$ cat config.mk
export PLATFORM = sky130hd
export DESIGN_NAME = mash111_sdm
export DESIGN_NICKNAME = d
export VERILOG_FILES = /design/src/rtl/sdm_pkg.sv /design/src/rtl/sdm_acc_stage.sv /design/src/rtl/mash111_sdm.sv
export SDC_FILE = /design/constraint.sdc
export NUM_CORES = 1
export LEC_CHECK = 0
export BUFFER_PORTS_ARGS = -buffer_cell sky130_fd_sc_hd__buf_4
export CORE_MARGIN = 3
export CORE_UTILIZATION = 35
export CTS_BUF_LIST = sky130_fd_sc_hd__clkbuf_8
export CTS_CLUSTER_DIAMETER = 100
export CTS_CLUSTER_SIZE = 40
export DETAILED_ROUTE_END_ITERATION = 8
export HOLD_SLACK_MARGIN = 0.03
export PLACE_DENSITY_LB_ADDON = 0.2
export SLEW_MARGIN = 10
export SYNTH_ARGS = -nofsm -noshare
export SYNTH_HDL_FRONTEND = slang
export SYNTH_SLANG_ARGS = --single-unit
$ cat constraint.sdc
create_clock -name clk -period 8.05 [get_ports clk]
set_input_delay 1.61 -clock clk [delete_from_list [all_inputs] [get_ports clk]]
set_output_delay 1.61 -clock clk [all_outputs]
set_load 0.05 [all_outputs]
$ cat src/rtl/sdm_pkg.sv
// Shared definitions for the MASH 1-1-1 fractional-N modulator.
package sdm_pkg;
  localparam int SDM_FRAC_W  = 16;
  localparam int SDM_INT_W   = 8;
  localparam int SDM_MIN_DIV = 4;
  localparam int SDM_DEF_INT = 32;

  // The three-stage noise-shaped offset always lies in this range.
  localparam int Y_MIN = -3;
  localparam int Y_MAX = 4;

  typedef enum logic {IDLE, RUN} state_t;
endpackage

$ cat src/rtl/sdm_acc_stage.sv
// One first-order accumulator stage: W-bit adder with carry out and a holdable, clearable register.
module sdm_acc_stage #(
  parameter int W = 16
) (
  input  logic         clk,
  input  logic         rst,
  input  logic [W-1:0] din,
  input  logic         hold,
  input  logic         clr,
  output logic [W-1:0] sum_low,
  output logic         carry
);
  logic [W-1:0] acc;

  assign {carry, sum_low} = {1'b0, acc} + {1'b0, din};

  always_ff @(posedge clk) begin
    if (!rst)       acc <= '0;
    else if (clr)   acc <= '0;
    else if (!hold) acc <= sum_low;
  end
endmodule

$ cat src/rtl/mash111_sdm.sv
// Third-order MASH 1-1-1 delta-sigma modulator producing one divider ratio per divider cycle.
module mash111_sdm
  import sdm_pkg::*;
#(
  parameter int FRAC_W  = SDM_FRAC_W,
  parameter int INT_W   = SDM_INT_W,
  parameter int MIN_DIV = SDM_MIN_DIV,
  parameter int DEF_INT = SDM_DEF_INT
) (
  input  logic              clk,
  input  logic              rst,
  input  logic              en,
  input  logic              cfg_valid,
  output logic              cfg_ready,
  input  logic [INT_W-1:0]  cfg_int,
  input  logic [FRAC_W-1:0] cfg_frac,
  input  logic              cfg_clr,
  output logic [INT_W-1:0]  div_ratio,
  output logic              div_valid,
  output logic              sat_err
);
  localparam int YW = INT_W + 2;

  state_t            state;
  logic [INT_W-1:0]  int_reg, sh_int;
  logic [FRAC_W-1:0] frac_reg, sh_frac;
  logic              sh_clr, pend, rdy_en;
  logic              c2_d, c3_d, c3_dd;

  logic              step, accept, hist_clr;
  logic [FRAC_W-1:0] s1_low, s2_low, s3_low;
  logic              c1, c2, c3;
  logic signed [YW-1:0] y, raw;
  logic [INT_W-1:0]  ratio_step;
  logic              clamped;

  // The step is taken only while staying in RUN; the edge that leaves RUN behaves as IDLE.
  assign step      = (state == RUN) && en;
  assign cfg_ready = rdy_en && !pend;
  assign accept    = cfg_valid && cfg_ready;
  assign hist_clr  = pend && sh_clr;

  sdm_acc_stage #(.W(FRAC_W)) u_st1 (
    .clk(clk), .rst(rst), .din(frac_reg), .hold(!step), .clr(hist_clr),
    .sum_low(s1_low), .carry(c1)
  );
  sdm_acc_stage #(.W(FRAC_W)) u_st2 (
    .clk(clk), .rst(rst), .din(s1_low), .hold(!step), .clr(hist_clr),
    .sum_low(s2_low), .carry(c2)
  );
  sdm_acc_stage #(.W(FRAC_W)) u_st3 (
    .clk(clk), .rst(rst), .din(s2_low), .hold(!step), .clr(hist_clr),
    .sum_low(s3_low), .carry(c3)
  );

  // Modular YW-bit arithmetic yields the two's-complement offset directly.
  always_comb begin
    y = YW'(c1) + YW'(c2) - YW'(c2_d) + YW'(c3) - (YW'(c3_d) << 1) + YW'(c3_dd);
    raw = y + $signed(YW'(int_reg));
    clamped = 1'b0;
    ratio_step = raw[INT_W-1:0];
    if (raw < $signed(YW'(MIN_DIV))) begin
      ratio_step = INT_W'(MIN_DIV);
      clamped    = 1'b1;
    end else if (raw > $signed(YW'((2 ** INT_W) - 1))) begin
      ratio_step = '1;
      clamped    = 1'b1;
    end
  end

  always_ff @(posedge clk) begin
    if (!rst) begin
      state     <= IDLE;
      int_reg   <= INT_W'(DEF_INT);
      frac_reg  <= '0;
      sh_int    <= '0;
      sh_frac   <= '0;
      sh_clr    <= 1'b0;
      pend      <= 1'b0;
      rdy_en    <= 1'b0;
      c2_d      <= 1'b0;
      c3_d      <= 1'b0;
      c3_dd     <= 1'b0;
      div_ratio <= INT_W'(DEF_INT);
      div_valid <= 1'b0;
      sat_err   <= 1'b0;
    end else begin
      rdy_en <= 1'b1;
      state  <= en ? RUN : IDLE;

      if (step) begin
        div_ratio <= ratio_step;
        div_valid <= 1'b1;
        c2_d      <= c2;
        c3_d      <= c3;
        c3_dd     <= c3_d;
        if (clamped) sat_err <= 1'b1;
      end else begin
        div_ratio <= int_reg;
        div_valid <= 1'b0;
      end

      if (hist_clr) begin
        c2_d  <= 1'b0;
        c3_d  <= 1'b0;
        c3_dd <= 1'b0;
      end

      // Commit wins over a clamp on the same edge.
      if (pend) begin
        int_reg  <= sh_int;
        frac_reg <= sh_frac;
        sat_err  <= 1'b0;
        pend     <= 1'b0;
      end

      if (accept) begin
        sh_int  <= cfg_int;
        sh_frac <= cfg_frac;
        sh_clr  <= cfg_clr;
        pend    <= 1'b1;
      end
    end
  end
endmodule
==> metrics.yaml, run 1 <==
finish:
  antenna_cells: 0
  fillers: 2076
  multiInputGateArea_um2: 4514
  post-route-cell-area_um2: 8031
  nets: 995
  area_growth_pct: 13.33
  postLayoutCoreUtil: 0.4086
  layout_common_cells: "nand2_1, dfxtp_1, a21oi_1, ha_1, nor2_1"
  mostFrequentLayoutCell: "nand2_1"
  layout-drive-gt1-share: 0.1014
  seqCellArea_um2: 2262
global_route:
  grt_pass1_wl_um: 26410
  grt.overflow.total: 0
  first_global_vias: 5495
  antenna_found_initial: 0
  grt_max_degree: 65
  grt.total_usage: 0.1462
yosys:
  ys_warn_count: 0
  netlist-cell-type-count: 68
  syn_inst: 859
  synth.avg_cell_area_um2: 8.250
  synth_edf_count: 0
  seq_area_frac_synth: 0.3192
  synth_nets: 970
  ys_ff_latch: 113
  syn_area_um2: 7087
  ys.flop_type: "dfxtp_1"
  async_flop_share: 0
floorplan:
  ioPinCount: 40
  initial_core_util: 0.3606
  die_w_um: 148.3
  core_area_um2: 19650
  die_area_um2: 21990
  num_rows: 51
  die_h_um: 148.3
worst_hold_path:
  min_from: "u_st1.acc[9]"
  hold_depth: 2
  hold_class: "flip-flop to flip-flop"
  min_to: "u_st1.acc[9]"
clock_network:
  insertion_delay_ns: 0.44
  root_buffer: "clkbuf_8"
  cts_buffers: 17
  cts_tree: "done"
  h-tree-depth: 4
  clock_sinks: 113
  clk_path_buf_depth: 2
  clkTransAtPathRegs_ns: 0.07
  hold_buffers: 0
power:
  total_power_w: 0.001352
  p_per_area_nw_per_um2: 168.4
  p_leak_nw: 3.339
  peakVddDrop_v: 0.00008809
worst_setup_path:
  path_buf_inv: 2
  rr_startpoint: "frac_reg[0]"
  required_ns: 8.38
  critPathKind: "flip-flop to flip-flop"
  path_common_cell: "ha_1"
  crit_family: "adder cells"
  reg2reg_to: "div_ratio[2]"
  slowest_delay_ns: 0.49
  worstRegToRegCells: 31
  critPathArrivalTime_ns: 7.73
  reg2reg_slack_ns: 0.65
  startpoint_type: "flip-flop"
  worst_path_max_delay_cell: "or4_1"
  cp-end-kind: "flip-flop"
  cp_max_fo: 8
route:
  avgRoutedWirePerCell_um: 13.48
  firstDrtPassIters: 4
  vias_per_cell: 4.917
  drt_iter0_markers: 230
  drcViolationCount: 0
  wl_um: 15660
  drtAntennaViolNets: 0
  routed-via-count: 5714
place:
  place_congestion: 0.8312
  dp_hpwl_um: 11070
  io_buffer_count: 39
  post_dp_cell_area_um2: 7589
run:
  cap_violations: 0
sta:
  final_hold_viol_count: 0
  drv_slew: 0
  rsz0062_at_grt: "false"
  fmax_ghz: 0.1352
  worst_pin_slew_ns: 1.023
  maxSlewHeadroom: 0.3173
  fin_crit_ns: 7.396
  min_period_over_period: 0.9188
  finalSetupViolCount: 0
  skew_ns: 0.01397
  setup_tns_ns: 0
outcome:
  status: "completed"
==> metrics by stage <==
stage	cells	hold slack [ns]	setup slack, ns
after CTS	1162	0.4590	0.5806
after detailed placement	1130	0.4495	0.6186
after global routing	1162	0.4759	0.1191
after floorplan	859	0.4356	1.371
after global placement	1130	0.4460	0.5729
final	1162	0.4545	0.6540
==> report_power, final <==
| group | internal [W] | switching [W] | leakage, nW | total (W) |
|---|---|---|---|---|
| logic | 0.0000740 | 0.000108 | 2.20 | 0.000182 |
| clock network | 0.000345 | 0.000247 | 0.222 | 0.000592 |
| registers | 0.000572 | 0.00000681 | 0.916 | 0.000578 |
==> routing by layer <==
layer	up-vias	track usage	part of all wire
met1	2595	0.1921	0.50
li1	3055	-	-
met4	0	0.05081	0.011
met3	12	0.02895	0.024
met5	-	0	0
met2	52	0.2407	0.47
==> kinds of logic after synthesis <==
family,share of synthesized area
compound gates,0.2037
xor+xnor,0.05685
fa+ha+maj,0.1522
buf+inv,0.04537
flops,0.3192
mux,0.03531
simple gates,0.1873
==> synthesized netlist by cell type (3+ instances only) <==
cell | count | share of area
xor2_1 | 15 | 0.019
o21ai_0 | 26 | 0.018
clkbuf_1 | 28 | 0.015
o21a_1 | 6 | 0.0064
fa_1 | 7 | 0.020
o211ai_1 | 10 | 0.011
o21ai_1 | 3 | 0.0021
nand4_1 | 6 | 0.0053
a21oi_1 | 75 | 0.053
a21boi_0 | 25 | 0.026
nand2b_1 | 3 | 0.0026
or4_1 | 4 | 0.0042
nand3_1 | 17 | 0.012
a211oi_1 | 17 | 0.018
nor3b_1 | 4 | 0.0042
dfxtp_1 | 113 | 0.32
nor3_1 | 7 | 0.0049
nor4_1 | 4 | 0.0035
nand2_1 | 150 | 0.079
o21bai_1 | 7 | 0.0074
or3_1 | 4 | 0.0035
nor2_1 | 47 | 0.025
xnor2_1 | 31 | 0.038
inv_1 | 44 | 0.023
mux2i_1 | 25 | 0.035
and3_1 | 3 | 0.0026
buf_1 | 7 | 0.0037
nor2b_1 | 26 | 0.023
and2_1 | 6 | 0.0053
ha_1 | 75 | 0.13
o31ai_1 | 7 | 0.0074
a21o_1 | 13 | 0.014
==> area by class of cell <==
cell class                 count  share of cell area
multi-input combinational    665              0.5621
sequential                   113              0.2817
tap                          265             0.04128
timing repair buffer          43             0.04019
clock buffer                  18             0.03085
clock inverter                14             0.02337
inverter                      44             0.02056
==> what timing repair did <==
item | CTS | global route
setup buffers | 0 | 0
resized for setup | 0 | 1
endpoints found under the setup margin | 0 | 2
hold endpoints to repair | 0 | 0
==> worst max path at each step <==
stage	startpoint	end	slack [ns]	cells past startpoint
after floorplan	frac_reg[0]	div_ratio[2]	1.37	33
after global placement	frac_reg[0]	div_ratio[1]	0.57	32
after detailed placement	frac_reg[0]	div_ratio[1]	0.62	31
after CTS	frac_reg[0]	div_ratio[1]	0.58	31
after global routing	frac_reg[0]	div_ratio[2]	0.12	31
final	frac_reg[0]	div_ratio[2]	0.65	31
==> worst register-to-register path, delay by kind of cell (launching register included) <==
kind / cells / cell delay, ns
fa+ha+maj: 7 / 2.38
compound gates: 12 / 2.31
simple gates: 7 / 1.54
xor+xnor: 3 / 0.66
flops: 1 / 0.31
buf+inv: 2 / 0.12
No activity file was read; power rests on OpenSTA's default activity.
==> run 2: changes to the inputs <==
--- a/config.mk
+++ b/config.mk
@@ -5,13 +5,13 @@
 export SDC_FILE = /design/constraint.sdc
 export NUM_CORES = 1
 export LEC_CHECK = 0
-export BUFFER_PORTS_ARGS = -buffer_cell sky130_fd_sc_hd__buf_4
 export CORE_MARGIN = 3
 export CORE_UTILIZATION = 35
 export CTS_BUF_LIST = sky130_fd_sc_hd__clkbuf_8
 export CTS_CLUSTER_DIAMETER = 100
 export CTS_CLUSTER_SIZE = 40
 export DETAILED_ROUTE_END_ITERATION = 8
+export DONT_BUFFER_PORTS = 1
 export HOLD_SLACK_MARGIN = 0.03
 export PLACE_DENSITY_LB_ADDON = 0.2
 export SLEW_MARGIN = 10
==> run 2 against run 1 <==
Compared with the run above: worst setup slack got worse by 0.070 ns; critical path depth unchanged; utilization decreased by 1.3 points; sequential share of layout area increased by 0.94 points; maximum frequency decreased by 0.93%; global-route usage increased by 0.31 points; clock skew increased by 0.0031 ns; non-clock buffer count decreased by 38; critical path type unchanged; highest routed layer unchanged.
==> metrics.yaml, run 2 (synthesized netlist as in run 1, its figures left out) <==
outcome:
  status: "completed"
sta:
  setup_tns_ns: 0
  fmax_ghz: 0.1339
  drv_slew: 0
  rsz0062_at_grt: "false"
  finalSetupViolCount: 0
  final_hold_viol_count: 0
  worst_pin_slew_ns: 1.045
  fin_crit_ns: 7.466
  maxSlewHeadroom: 0.3022
  min_period_over_period: 0.9274
  skew_ns: 0.01712
place:
  dp_hpwl_um: 10980
  io_buffer_count: 0
  place_congestion: 0.8691
floorplan:
  die_area_um2: 21990
  initial_core_util: 0.3606
  die_w_um: 148.3
  ioPinCount: 40
  core_area_um2: 19650
  die_h_um: 148.3
  num_rows: 51
route:
  vias_per_cell: 5.040
  firstDrtPassIters: 5
  avgRoutedWirePerCell_um: 14.11
  drcViolationCount: 0
  drt_iter0_markers: 258
  wl_um: 15860
  routed-via-count: 5665
  drtAntennaViolNets: 0
worst_setup_path:
  reg2reg_slack_ns: 0.58
  worst_path_max_delay_cell: "or4_1"
  critPathKind: "flip-flop to flip-flop"
  required_ns: 8.39
  reg2reg_to: "div_ratio[2]"
  path_buf_inv: 2
  rr_startpoint: "frac_reg[0]"
  crit_family: "compound AO/OA/AOI/OAI gates"
  cp_max_fo: 8
  startpoint_type: "flip-flop"
  path_common_cell: "ha_1"
  cp-end-kind: "flip-flop"
  worstRegToRegCells: 31
  slowest_delay_ns: 0.49
  critPathArrivalTime_ns: 7.81
finish:
  antenna_cells: 0
  nets: 957
  mostFrequentLayoutCell: "nand2_1"
  layout_common_cells: "nand2_1, dfxtp_1, a21oi_1, ha_1, nor2_1"
  fillers: 2094
  area_growth_pct: 9.675
  layout-drive-gt1-share: 0.06519
clock_network:
  clock_sinks: 113
  clkTransAtPathRegs_ns: 0.08
  clk_path_buf_depth: 2
  root_buffer: "clkbuf_8"
  cts_buffers: 17
  cts_tree: "done"
  cts_setup_buffers: 0
  h-tree-depth: 4
  insertion_delay_ns: 0.45
  hold_buffers: 0
run:
  cap_violations: 0
global_route:
  first_global_vias: 5336
  grt_max_degree: 65
  grt.overflow.total: 0
  grt_pass1_wl_um: 26790
  grt.total_usage: 0.1493
  antenna_found_initial: 0
worst_hold_path:
  hold_depth: 2
  hold_class: "flip-flop to flip-flop"
  min_from: "u_st1.acc[9]"
  min_to: "u_st1.acc[9]"
power:
  peakVddDrop_v: 0.00008816
  p_per_area_nw_per_um2: 175.6
  p_leak_nw: 3.160
  total_power_w: 0.001365
-- run 2: changes by cell type in the layout (fill, tap and decap cells not counted), sizes merged --
cell      delta
buf         -38
clkinvlp     -2
inv          +2
clkbuf       -1
clkinv       +1
-- run 2: repair_timing --
| action | CTS | global route |
|---|---|---|
| setup endpoints to repair | 0 | 8 |
| resized for setup | 0 | 2 |
| endpoints found under the hold margin | 0 | 0 |
-- run 2: stage by stage --
stage	cells	util	hold WS, ns	cell area, um^2	setup slack [ns]
finish	1124	0.3955	0.4574	7772	0.5844
global route	1124	0.3955	0.4714	7772	0.006650
CTS	1124	0.3948	0.4597	7759	0.4928
detailed placement	1092	0.3716	0.4494	7303	0.5819
global placement	1092	0.3716	0.4448	7303	0.7037
floorplan	859	-	0.4356	7087	1.371
-- run 2: final cells by class --
cell class	count	area (um^2)	share of cell area
clock buffers	17	234.0	0.03010
clock inverters	15	221.5	0.02849
inverters	44	165.2	0.02125
multi-input cells	665	4521	0.5816
flip-flops and latches	113	2262	0.2910
well taps	265	331.6	0.04266
repair buffers	5	37.54	0.004829
-- run 2: where the power goes --
part | internal, W | switching (W) | leakage [nW] | total, W
registers | 0.000571 | 0.0000142 | 0.916 | 0.000586
clock network | 0.000348 | 0.000272 | 0.230 | 0.000620
logic | 0.0000648 | 0.0000952 | 2.01 | 0.000160
total | 0.000984 | 0.000381 | 3.16 | 0.00137
-- run 2: worst max-delay path by stage --
stage	start	end	slack [ns]	depth (start not counted)
2_1_floorplan	frac_reg[0]	div_ratio[2]	1.37	33
3_3_place_gp	frac_reg[0]	div_ratio[1]	0.70	31
3_5_place_dp	frac_reg[0]	div_ratio[1]	0.58	31
4_1_cts	frac_reg[0]	div_ratio[1]	0.49	31
5_1_grt	frac_reg[0]	div_ratio[2]	0.007	31
6_report	frac_reg[0]	div_ratio[2]	0.58	31
-- run 2: worst min-delay path, stage by stage (launching register included) --
cell and delay [ns]:
dfxtp_1 0.32, nand2_1 0.05, a21oi_1 0.05
-- run 2: routing by layer --
layer  routed length [um]  up-vias  track usage
met5                    0        -            0
met3                  500        9      0.03108
met2                 7531       79       0.2418
met4                  165        0      0.04850
li1                     -     2978            -
met1                 7658     2599       0.1997
